$ cat src/rtl/mc_pkg.sv
// rtl/mc_pkg.sv - shared encodings for the multi-cycle control unit
package mc_pkg;

    typedef enum logic [3:0] {
        ST_IF     = 4'd0,
        ST_ID     = 4'd1,
        ST_EXE_AL = 4'd2,
        ST_WB_AL  = 4'd3,
        ST_EXE_BR = 4'd4,
        ST_EXE_LS = 4'd5,
        ST_MEM    = 4'd6,
        ST_WB_LD  = 4'd7,
        ST_HALT   = 4'd8
    } state_t;

    localparam logic [5:0] OP_ADD   = 6'b000000;
    localparam logic [5:0] OP_SUB   = 6'b000001;
    localparam logic [5:0] OP_ADDIU = 6'b000010;
    localparam logic [5:0] OP_AND   = 6'b010000;
    localparam logic [5:0] OP_ORI   = 6'b010010;
    localparam logic [5:0] OP_SLL   = 6'b011000;
    localparam logic [5:0] OP_SLT   = 6'b100111;
    localparam logic [5:0] OP_SW    = 6'b110000;
    localparam logic [5:0] OP_LW    = 6'b110001;
    localparam logic [5:0] OP_BEQ   = 6'b110100;
    localparam logic [5:0] OP_BNE   = 6'b110101;
    localparam logic [5:0] OP_J     = 6'b111000;
    localparam logic [5:0] OP_JR    = 6'b111001;
    localparam logic [5:0] OP_JAL   = 6'b111010;
    localparam logic [5:0] OP_HALT  = 6'b111111;

    localparam logic [2:0] ALU_ADD = 3'b000;
    localparam logic [2:0] ALU_SUB = 3'b001;
    localparam logic [2:0] ALU_SLL = 3'b010;
    localparam logic [2:0] ALU_OR  = 3'b011;
    localparam logic [2:0] ALU_AND = 3'b100;
    localparam logic [2:0] ALU_SLT = 3'b101;

    localparam logic [1:0] PC_NEXT   = 2'b00;
    localparam logic [1:0] PC_BRANCH = 2'b01;
    localparam logic [1:0] PC_RS     = 2'b10;
    localparam logic [1:0] PC_JUMP   = 2'b11;

    localparam logic [1:0] RD_RA = 2'b00;
    localparam logic [1:0] RD_RT = 2'b01;
    localparam logic [1:0] RD_RD = 2'b10;

    typedef enum logic [3:0] {
        CLS_NOP, CLS_RTYPE, CLS_ADDIU, CLS_ORI, CLS_BEQ, CLS_BNE,
        CLS_LW, CLS_SW, CLS_J, CLS_JR, CLS_JAL, CLS_HALT
    } cls_t;

    typedef struct packed {
        logic       pc_wre;
        logic       ir_wre;
        logic       ins_mem_rw;
        logic       reg_wre;
        logic       alu_src_a;
        logic       alu_src_b;
        logic       ext_sel;
        logic [1:0] reg_dst;
        logic       wr_reg_d_src;
        logic       db_data_src;
        logic       m_rd;
        logic       m_wr;
        logic [1:0] pc_src;
        logic [2:0] alu_op;
    } ctrl_t;

endpackage

$ cat src/rtl/mc_control_unit_if.sv
// rtl/mc_control_unit_if.sv - opcode/flag inputs and datapath control outputs
interface mc_control_unit_if;
    logic [5:0] op;
    logic       zero;
    logic       PCWre;
    logic       IRWre;
    logic       InsMemRW;
    logic       RegWre;
    logic       ALUSrcA;
    logic       ALUSrcB;
    logic       ExtSel;
    logic [1:0] RegDst;
    logic       WrRegDSrc;
    logic       DBDataSrc;
    logic       mRD;
    logic       mWR;
    logic [1:0] PCSrc;
    logic [2:0] ALUOp;

    modport master (
        input  op, zero,
        output PCWre, IRWre, InsMemRW, RegWre, ALUSrcA, ALUSrcB, ExtSel,
               RegDst, WrRegDSrc, DBDataSrc, mRD, mWR, PCSrc, ALUOp
    );

    modport slave (
        output op, zero,
        input  PCWre, IRWre, InsMemRW, RegWre, ALUSrcA, ALUSrcB, ExtSel,
               RegDst, WrRegDSrc, DBDataSrc, mRD, mWR, PCSrc, ALUOp
    );
endinterface

$ cat src/rtl/mc_decoder.sv
// rtl/mc_decoder.sv - opcode to instruction class and ALU operation
module mc_decoder
    import mc_pkg::*;
(
    input  logic [5:0] op_i,
    output cls_t       cls_o,
    output logic [2:0] alu_op_o
);

    always_comb begin
        cls_o    = CLS_NOP;
        alu_op_o = ALU_ADD;
        case (op_i)
            OP_ADD:   cls_o = CLS_RTYPE;
            OP_SUB:   begin cls_o = CLS_RTYPE; alu_op_o = ALU_SUB; end
            OP_AND:   begin cls_o = CLS_RTYPE; alu_op_o = ALU_AND; end
            OP_SLL:   begin cls_o = CLS_RTYPE; alu_op_o = ALU_SLL; end
            OP_SLT:   begin cls_o = CLS_RTYPE; alu_op_o = ALU_SLT; end
            OP_ADDIU: cls_o = CLS_ADDIU;
            OP_ORI:   begin cls_o = CLS_ORI; alu_op_o = ALU_OR; end
            OP_SW:    cls_o = CLS_SW;
            OP_LW:    cls_o = CLS_LW;
            OP_BEQ:   begin cls_o = CLS_BEQ; alu_op_o = ALU_SUB; end
            OP_BNE:   begin cls_o = CLS_BNE; alu_op_o = ALU_SUB; end
            OP_J:     cls_o = CLS_J;
            OP_JR:    cls_o = CLS_JR;
            OP_JAL:   cls_o = CLS_JAL;
            OP_HALT:  cls_o = CLS_HALT;
            default:  cls_o = CLS_NOP;
        endcase
    end

endmodule

$ cat src/rtl/mc_control_unit.sv
// rtl/mc_control_unit.sv - multi-cycle control FSM driving datapath enables and selects
module mc_control_unit
    import mc_pkg::*;
(
    input  logic               clk,
    input  logic               reset,
    mc_control_unit_if.master  bus
);

    state_t     state_q, state_d;
    cls_t       cls;
    logic [2:0] dec_alu_op;
    ctrl_t      ctrl, ctrl_out;

    mc_decoder u_decoder (
        .op_i     (bus.op),
        .cls_o    (cls),
        .alu_op_o (dec_alu_op)
    );

    always_ff @(posedge clk or negedge reset) begin
        if (!reset) state_q <= ST_IF;
        else        state_q <= state_d;
    end

    always_comb begin
        state_d = state_q;
        case (state_q)
            ST_IF: state_d = ST_ID;
            ST_ID: begin
                case (cls)
                    CLS_HALT:                      state_d = ST_HALT;
                    CLS_BEQ, CLS_BNE:              state_d = ST_EXE_BR;
                    CLS_LW, CLS_SW:                state_d = ST_EXE_LS;
                    CLS_RTYPE, CLS_ADDIU, CLS_ORI: state_d = ST_EXE_AL;
                    default:                       state_d = ST_IF;
                endcase
            end
            ST_EXE_AL: state_d = ST_WB_AL;
            ST_WB_AL:  state_d = ST_IF;
            ST_EXE_BR: state_d = ST_IF;
            ST_EXE_LS: state_d = ST_MEM;
            ST_MEM:    state_d = (cls == CLS_SW) ? ST_IF : ST_WB_LD;
            ST_WB_LD:  state_d = ST_IF;
            ST_HALT:   state_d = ST_HALT;
            default:   state_d = ST_IF;
        endcase
    end

    always_comb begin
        ctrl = '0;
        case (state_q)
            ST_IF: begin
                ctrl.ins_mem_rw = 1'b1;
                ctrl.ir_wre     = 1'b1;
            end
            ST_ID: begin
                // Jumps and undefined opcodes retire here; everything else just decodes.
                case (cls)
                    CLS_J:  begin ctrl.pc_wre = 1'b1; ctrl.pc_src = PC_JUMP; end
                    CLS_JR: begin ctrl.pc_wre = 1'b1; ctrl.pc_src = PC_RS;   end
                    CLS_JAL: begin
                        ctrl.pc_wre       = 1'b1;
                        ctrl.pc_src       = PC_JUMP;
                        ctrl.reg_wre      = 1'b1;
                        ctrl.reg_dst      = RD_RA;
                        ctrl.wr_reg_d_src = 1'b0;
                    end
                    CLS_NOP: begin ctrl.pc_wre = 1'b1; ctrl.pc_src = PC_NEXT; end
                    default: ;
                endcase
            end
            ST_EXE_AL: begin
                ctrl.alu_op    = dec_alu_op;
                ctrl.alu_src_a = (dec_alu_op == ALU_SLL);
                ctrl.alu_src_b = (cls == CLS_ADDIU) || (cls == CLS_ORI);
                ctrl.ext_sel   = (cls == CLS_ADDIU);
            end
            ST_WB_AL: begin
                ctrl.reg_wre      = 1'b1;
                ctrl.wr_reg_d_src = 1'b1;
                ctrl.reg_dst      = (cls == CLS_RTYPE) ? RD_RD : RD_RT;
                ctrl.pc_wre       = 1'b1;
            end
            ST_EXE_BR: begin
                ctrl.alu_op  = ALU_SUB;
                ctrl.ext_sel = 1'b1;
                ctrl.pc_wre  = 1'b1;
                if ((cls == CLS_BEQ && bus.zero) || (cls == CLS_BNE && !bus.zero))
                    ctrl.pc_src = PC_BRANCH;
            end
            ST_EXE_LS: begin
                ctrl.alu_src_b = 1'b1;
                ctrl.ext_sel   = 1'b1;
                ctrl.alu_op    = ALU_ADD;
            end
            ST_MEM: begin
                if (cls == CLS_SW) begin
                    ctrl.m_wr   = 1'b1;
                    ctrl.pc_wre = 1'b1;
                end else begin
                    ctrl.m_rd = 1'b1;
                end
            end
            ST_WB_LD: begin
                ctrl.m_rd         = 1'b1;
                ctrl.reg_wre      = 1'b1;
                ctrl.wr_reg_d_src = 1'b1;
                ctrl.db_data_src  = 1'b1;
                ctrl.reg_dst      = RD_RT;
                ctrl.pc_wre       = 1'b1;
            end
            default: ;
        endcase
    end

    // Gating with the reset pin makes every output drop the instant reset goes low.
    assign ctrl_out = reset ? ctrl : '0;

    assign bus.PCWre     = ctrl_out.pc_wre;
    assign bus.IRWre     = ctrl_out.ir_wre;
    assign bus.InsMemRW  = ctrl_out.ins_mem_rw;
    assign bus.RegWre    = ctrl_out.reg_wre;
    assign bus.ALUSrcA   = ctrl_out.alu_src_a;
    assign bus.ALUSrcB   = ctrl_out.alu_src_b;
    assign bus.ExtSel    = ctrl_out.ext_sel;
    assign bus.RegDst    = ctrl_out.reg_dst;
    assign bus.WrRegDSrc = ctrl_out.wr_reg_d_src;
    assign bus.DBDataSrc = ctrl_out.db_data_src;
    assign bus.mRD       = ctrl_out.m_rd;
    assign bus.mWR       = ctrl_out.m_wr;
    assign bus.PCSrc     = ctrl_out.pc_src;
    assign bus.ALUOp     = ctrl_out.alu_op;

endmodule

$ cat src/flat_wrapper.sv
// flat-port wrapper written by rule: the top's interface ports become plain ports
module mc_control_unit_flat import mc_pkg::*;
  (clk, reset, bus_op, bus_zero, bus_PCWre, bus_IRWre, bus_InsMemRW, bus_RegWre, bus_ALUSrcA, bus_ALUSrcB, bus_ExtSel, bus_RegDst, bus_WrRegDSrc, bus_DBDataSrc, bus_mRD, bus_mWR, bus_PCSrc, bus_ALUOp);
  mc_control_unit_if bus_i ();
  input  logic clk;
  input  logic reset;
  input wire logic [$bits(bus_i.op)-1:0] bus_op;
  input wire logic [$bits(bus_i.zero)-1:0] bus_zero;
  output wire logic [$bits(bus_i.PCWre)-1:0] bus_PCWre;
  output wire logic [$bits(bus_i.IRWre)-1:0] bus_IRWre;
  output wire logic [$bits(bus_i.InsMemRW)-1:0] bus_InsMemRW;
  output wire logic [$bits(bus_i.RegWre)-1:0] bus_RegWre;
  output wire logic [$bits(bus_i.ALUSrcA)-1:0] bus_ALUSrcA;
  output wire logic [$bits(bus_i.ALUSrcB)-1:0] bus_ALUSrcB;
  output wire logic [$bits(bus_i.ExtSel)-1:0] bus_ExtSel;
  output wire logic [$bits(bus_i.RegDst)-1:0] bus_RegDst;
  output wire logic [$bits(bus_i.WrRegDSrc)-1:0] bus_WrRegDSrc;
  output wire logic [$bits(bus_i.DBDataSrc)-1:0] bus_DBDataSrc;
  output wire logic [$bits(bus_i.mRD)-1:0] bus_mRD;
  output wire logic [$bits(bus_i.mWR)-1:0] bus_mWR;
  output wire logic [$bits(bus_i.PCSrc)-1:0] bus_PCSrc;
  output wire logic [$bits(bus_i.ALUOp)-1:0] bus_ALUOp;
  assign bus_i.op = bus_op;
  assign bus_i.zero = bus_zero;
  assign bus_PCWre = bus_i.PCWre;
  assign bus_IRWre = bus_i.IRWre;
  assign bus_InsMemRW = bus_i.InsMemRW;
  assign bus_RegWre = bus_i.RegWre;
  assign bus_ALUSrcA = bus_i.ALUSrcA;
  assign bus_ALUSrcB = bus_i.ALUSrcB;
  assign bus_ExtSel = bus_i.ExtSel;
  assign bus_RegDst = bus_i.RegDst;
  assign bus_WrRegDSrc = bus_i.WrRegDSrc;
  assign bus_DBDataSrc = bus_i.DBDataSrc;
  assign bus_mRD = bus_i.mRD;
  assign bus_mWR = bus_i.mWR;
  assign bus_PCSrc = bus_i.PCSrc;
  assign bus_ALUOp = bus_i.ALUOp;
  mc_control_unit u_core (.clk(clk), .reset(reset), .bus(bus_i));
endmodule
$ cat config.mk
export PLATFORM = sky130hd
export DESIGN_NAME = mc_control_unit_flat
export DESIGN_NICKNAME = d
export VERILOG_FILES = /design/src/rtl/mc_pkg.sv /design/src/rtl/mc_control_unit_if.sv /design/src/rtl/mc_decoder.sv /design/src/rtl/mc_control_unit.sv /design/src/flat_wrapper.sv
export SDC_FILE = /design/constraint.sdc
export NUM_CORES = 1
export LEC_CHECK = 0
export CORE_MARGIN = 3
export CORE_UTILIZATION = 40
export CTS_BUF_LIST = sky130_fd_sc_hd__clkbuf_4 sky130_fd_sc_hd__clkbuf_8
export CTS_CLUSTER_DIAMETER = 200
export DETAILED_ROUTE_END_ITERATION = 10
export GPL_TIMING_DRIVEN = 0
export PLACE_DENSITY = 0.74
export SLEW_MARGIN = 20
export SYNTH_ARGS = -nofsm -noshare
export SYNTH_HDL_FRONTEND = slang
export SYNTH_HIERARCHICAL = 1
export SYNTH_SLANG_ARGS = --single-unit
$ cat constraint.sdc
create_clock -name clk -period 2.5 [get_ports clk]
set_clock_uncertainty 0.15 [all_clocks]
set_input_delay 0.5 -clock clk [delete_from_list [all_inputs] [get_ports clk]]
set_output_delay 0.5 -clock clk [all_outputs]
set_load 0.02 [all_outputs]
==> flow_metrics.tcl, run 1 <==
set metrics [dict create \
    p_sw_uw 324.3 \
    die_w_um 51.09 \
    fin_setup_tns_ns -1.947 \
    status "finished with violations" \
    crit_buf_inv 4 \
    holdWs_ns 0.03984 \
    dr.first_iter.drc_count 35 \
    worstPathCellList "buf_4 -> buf_6 -> nand2_1 -> xnor2_1 -> nor2_2 -> buf_4 -> nor2b_4 -> nand3_4 -> a221oi_2 -> a21o_1 -> buf_6" \
    fmax_ghz 0.3430 \
    async_reset_ff_share_pct 100.0 \
    reg2reg_from "u_core/state_q[3]" \
    start_util_pct 44.67 \
    htree_levels 1 \
    setup_slack_ns -0.4158 \
    insertion_delay_ns 0.24 \
    clk_pin_slew_ns 0.04 \
    drv_cap 0 \
    dieArea_mm2 0.002610 \
    pwr_density_cell_mw_per_mm2 453.5 \
    grt_usage_pct 25.66 \
    wl_per_cell_um 19.53 \
    crit_slowest_cell "a221oi_2" \
    postSynthAreaPerCell_um2 7.197 \
    cp_max_fo 6 \
    fin_nets 178 \
    p_clk_share_pct 11.4 \
    synth_nets 122 \
    gp_congestion 0.8314 \
    synth-edff-count 0 \
    drive_above_1_share_pct 57.49 \
    vias_per_cell 6.260 \
    antenna_left 0 \
    layout.cells.non_filler 192 \
    clock-sinks 4 \
    critPathRequiredTime_ns 1.85 \
    post-place-ws_ns -1.345 \
    relSlewSlack_pct 75.29 \
    end_kind "output port" \
    portBuffers 26 \
    antenna_cells 0 \
    worst_slew_pin_slew_ns 0.3706 \
    ys_seq_area_share_pct 12.31 \
    syn_inst 113 \
    seqPwrFrac_pct 13.4 \
    switching_share_pct 46.13 \
    grt_start_max_net_pins 11 \
    drcViolationCount 0 \
    maxSlewViolCount 0 \
    grt_pass1_vias 1119 \
    cp.arrival_ns 2.27 \
    setup_viol 11 \
    antenna_found_initial 0 \
    rr_worst_depth 3 \
    clockBufferDepth 2 \
    reg2reg_setup_slack_ns 1.10 \
    die_height_um 51.09 \
    combPwrFrac_pct 75.2 \
    area.growth.synth_to_final_pct 90.62 \
    cpPeakStageDelay_ns 0.33 \
    largest_register "u_core/state_q" \
    startpoint_type "input pin" \
    place_hpwl_um 1768 \
    largest_reg_flops 4 \
    dp_cells 164 \
    synth_flop_cell "dfrtp_1" \
    cts_tree "done" \
    dr.pass1.iters 4 \
    core_area_mm2 0.001821 \
    grt_pass1_wl_um 5223 \
    peakVddDrop_v 0.0005150 \
    finalCritPeriodShare_pct 116.6 \
    synth_warnings 6 \
    io_pins 27 \
    cts_made_buffers 3 \
    hold_class "in2async" \
    path_class "in2out" \
    top_regs "u_core/state_q (4)" \
    leakagePower_uw 0.0006768 \
    grt.overflow.total 0 \
    syn-cell-area_um2 813.3 \
    cts_root_buffer "clkbuf_4" \
    hold_violations 0 \
    rows 15 \
    fill_cells 101 \
    r2r-end "u_core/state_q[3]" \
    p_int_uw 378.7 \
    violations "negative setup slack" \
    min_period_ns 2.916 \
    vias 1202 \
    synth.distinct_cells 47 \
    crit_family "buffers and inverters" \
    hold_buffers 0 \
    grt_setup_unrepaired "yes" \
    ys_ff_latch 4 \
    postRouteWirelength_um 3749 \
]
-- placed cells by master (no fill, tap or decap), types with 2 or more instances in the layout --
cell type and count:
a21oi_1 3, a21oi_2 3, and2_1 2, and3_1 3, and3_4 3, buf_2 7
buf_4 27, buf_6 17, buf_8 3, clkbuf_4 3, dfrtp_1 4, dlygate4sd2_1 5
inv_1 2, nand2_1 8, nand2b_1 2, nand2b_4 2, nand3_4 2, nand3b_1 4
nand4_1 3, nor2_1 11, nor2_2 2, nor2b_1 2, nor2b_4 2, nor3_2 2
nor3_4 2, nor3b_2 4, nor4_1 3, o21ai_0 2, o21ai_2 2, xnor2_1 2
-- how the worst max path moves through the flow --
| stage | startpoint | to | depth (start not counted) |
|---|---|---|---|
| finish | bus_op[1] | bus_PCWre | 11 |
| global route | bus_op[3] | bus_PCWre | 11 |
| CTS | bus_op[3] | bus_PCSrc[0] | 11 |
| detailed placement | bus_op[4] | bus_PCWre | 10 |
| global placement | bus_op[4] | bus_PCWre | 10 |
| floorplan | bus_op[3] | bus_PCWre | 9 |
-- area by class of cell --
class                      instances  area (µm²)  share of cell area, %
inverter                           2       7.507                 0.4843
clock buffer                       3       22.52                  1.453
buffer                            11       112.6                  7.264
tap                               25       31.28                  2.018
sequential                         4       100.1                  6.457
multi-input combinational         96       829.5                  53.51
timing repair buffer              51       446.7                  28.81
-- worst register-to-register path, cell delays in order, from the launching register on --
cell	delay [ns]
dfrtp_1	0.55
nor2_1	0.08
and4_1	0.24
a32o_1	0.27
-- through the flow --
step / cell area [µm²] / utilization (%) / power (µW)
CTS: 1430 / 78.56 / 637.7
floorplan: 884.6 / - / 387.2
global route: 1550 / 85.15 / 735.3
detailed placement: 1176 / 64.60 / 515.2
finish: 1550 / 85.15 / 703.1
global placement: 1176 / 64.60 / 511.8
-- cells in the mapped netlist, drive strengths merged (2+ instances only) --
| cell type | count | area (µm²) |
|---|---|---|
| and2 | 2 | 12.51 |
| nor2b | 5 | 41.29 |
| inv | 2 | 7.510 |
| nand3b | 4 | 30.03 |
| nand3 | 3 | 27.53 |
| nor3b | 5 | 47.54 |
| nor2 | 13 | 48.80 |
| nor3 | 4 | 20.02 |
| nand2b | 5 | 41.29 |
| a221oi | 2 | 23.77 |
| a21oi | 6 | 30.03 |
| o21ai | 5 | 25.02 |
| nand2 | 8 | 30.03 |
| nor4 | 4 | 25.02 |
| and3 | 6 | 37.54 |
| xnor2 | 3 | 26.28 |
| nand4 | 3 | 18.77 |
| buf | 11 | 68.81 |
| dfrtp | 4 | 100.1 |
-- logic make-up after synthesis --
kind of cell    count (synthesis)  share of synthesized area (%)
buf+inv                        13                          9.384
xor+xnor                        3                          3.231
compound gates                 26                          23.08
simple gates                   66                          50.77
flops                           4                          12.31
fa+ha+maj                       1                          1.231
-- metal layers --
layer,vias up,share of wire (%),GRT usage [%]
met2,81,50,45.06
li1,535,-,-
met1,573,38,33.57
met4,0,2.7,0.8969
met5,-,0,0
met3,13,8.3,5.539
-- repair_timing --
item | 4_1_cts | 5_1_grt
resized for setup | 123 | 32
pin swaps | 22 | 20
gates cloned | 2 | 0
setup buffers | 19 | 6
setup endpoints to repair | 20 | 15
-- power groups by stage --
stage | Combinational (µW) | Clock (µW) | Sequential, µW
after floorplan | 296 | 0 | 91.2
after global placement | 419 | 0 | 92.6
after detailed placement | 421 | 0 | 93.8
after CTS | 461 | 83.4 | 93.0
after global routing | 554 | 86.2 | 95.3
final | 529 | 79.8 | 94.4
No activity file was read; power rests on OpenSTA's default activity.
==> run 2, diff against run 1 <==
--- a/config.mk
+++ b/config.mk
@@ -10,6 +10,7 @@
 export CTS_BUF_LIST = sky130_fd_sc_hd__clkbuf_4 sky130_fd_sc_hd__clkbuf_8
 export CTS_CLUSTER_DIAMETER = 200
 export DETAILED_ROUTE_END_ITERATION = 10
+export GPL_ROUTABILITY_DRIVEN = 0
 export GPL_TIMING_DRIVEN = 0
 export PLACE_DENSITY = 0.74
 export SLEW_MARGIN = 20
@@ -17,3 +18,4 @@
 export SYNTH_HDL_FRONTEND = slang
 export SYNTH_HIERARCHICAL = 1
 export SYNTH_SLANG_ARGS = --single-unit
+export TNS_END_PERCENT = 30
==> flow_metrics.tcl, run 2 (same netlist as run 1, synthesis figures left out) <==
set metrics [dict create \
    reg2reg_from "u_core/state_q[2]" \
    critPathRequiredTime_ns 1.85 \
    min_period_ns 2.830 \
    end_kind "output port" \
    drive_above_1_share_pct 52.20 \
    drv_cap 0 \
    wl_per_cell_um 16.14 \
    finalCritPeriodShare_pct 113.2 \
    startpoint_type "input pin" \
    fin_nets 170 \
    cp_max_fo 7 \
    drcViolationCount 0 \
    vias_per_cell 5.929 \
    portBuffers 26 \
    grt_usage_pct 23.25 \
    area.growth.synth_to_final_pct 74.31 \
    hold_violations 0 \
    antenna_cells 0 \
    grt_setup_unrepaired "yes" \
    dr.pass1.iters 4 \
    fin_area_mm2 0.001418 \
    setup_slack_ns -0.3299 \
    setup_viol 12 \
    finalPower_uw 656.3 \
    layout_commonest_cell "buf_4" \
    status "finished with violations" \
    path_class "in2out" \
    worst_slew_pin_slew_ns 0.3183 \
    peakVddDrop_v 0.0007325 \
    hold_buffers 0 \
    start_util_pct 44.67 \
    hold_class "in2async" \
    leakagePower_uw 0.0006266 \
    place_area_mm2 0.001171 \
    cts_tree "done" \
    io_pins 27 \
    antenna_left 0 \
    cts_root_buffer "clkbuf_4" \
    core_area_mm2 0.001821 \
    clk_pin_slew_ns 0.04 \
    largest_reg_flops 4 \
    cp.arrival_ns 2.18 \
    place_hpwl_um 1775 \
    die_height_um 51.09 \
    final_cell_mix "buf_4 (25), buf_6 (11), nor2_1 (11)" \
    violations "negative setup slack" \
    largest_register "u_core/state_q" \
    vias 1091 \
    dieArea_mm2 0.002610 \
    fmax_ghz 0.3534 \
    fill_cells 135 \
    grt.overflow.total 0 \
    relSlewSlack_pct 78.78 \
    rows 15 \
    cts_made_buffers 3 \
    die_w_um 51.09 \
    top_regs "u_core/state_q (4)" \
    clock-sinks 4 \
    critPathLaunch "bus_op[0]" \
    maxSlewViolCount 0 \
    insertion_delay_ns 0.23 \
    grt_pass1_wl_um 4692 \
    antenna_found_initial 0 \
    clockBufferDepth 2 \
    pwr_density_cell_mw_per_mm2 463.0 \
    htree_levels 1 \
    postRouteWirelength_um 2970 \
    dr.first_iter.drc_count 29 \
    grt_pass1_vias 989 \
    grt_start_max_net_pins 11 \
]
## run 2: changes by cell type in the layout (fill, tap and decap cells not counted), sizes merged
| cell | previous run | this run |
|---|---|---|
| buf | 55 | 45 |
| clkdlybuf4s15 | 1 | 4 |
| dlygate4sd2 | 5 | 2 |
| clkdlybuf4s50 | 1 | 2 |
| dlymetal6s2s | 0 | 1 |
## run 2: cell type report
type	instances	area, µm²	area share (%)
flip-flops and latches	4	100.1	7.061
inverters	2	7.507	0.5296
multi-input cells	96	779.5	54.99
repair buffers	43	364.1	25.68
plain buffers	11	112.6	7.944
well taps	25	31.28	2.207
clock buffers	3	22.52	1.589
## run 2: worst paths after layout
kind | end | slack, ns | cells past startpoint
worst max-delay path | bus_PCWre | -0.33 | 10
worst min-delay path | u_core/state_q[3] | 0.05 | 1
worst max register to register | u_core/state_q[1] | 1.16 | 5
worst min register to register | u_core/state_q[2] | 0.48 | 3
max in group asynchronous | u_core/state_q[0] | 1.97 | 1
min in group clk | u_core/state_q[2] | 0.48 | 3
## run 2: where the power goes
part / switching [µW] / internal [µW] / total (µW)
registers: 8.87 / 82.8 / 91.7
logic: 259 / 227 / 486
clock network: 25.3 / 53.6 / 78.9
## run 2: what timing repair did
action	CTS	global route
endpoints found under the setup margin	19	17
resized for setup	109	20
pin swaps	16	6
buffers inserted	15	1
gates cloned	1	0
hold endpoints to repair	0	0
## run 2: critical path, cell delays in order
cell             delay (ns)
clkdlybuf4s15_2        0.26
nand2_1                0.10
xnor2_1                0.21
nor2_2                 0.10
buf_4                  0.15
nor2_1                 0.17
nand3b_1               0.11
a221oi_2               0.27
a21o_1                 0.18
buf_6                  0.12
## run 2: layer usage
layer	vias to the layer above	global-route usage (%)	wire [µm]	share of wire, %
li1	513	-	-	-
met1	530	30.80	1291	43
met2	46	39.06	1459	49
met3	2	6.706	204	6.9
met4	0	0.8969	14	0.47
met5	-	0	0	0
## run 2: per-stage QoR
stage	std cells	util, %	TNS [ns]	worst slack, ns	hold WS (ns)
after global placement	164	64.33	-17.42	-1.298	0.4281
after floorplan	113	-	-0.008909	-0.004729	0.05441
final	184	77.87	-1.778	-0.3299	0.04645
after detailed placement	164	64.33	-17.63	-1.293	0.4189
after global routing	184	77.87	-2.918	-0.3939	0.03271
after CTS	183	74.43	-1.403	-0.2297	0.03743
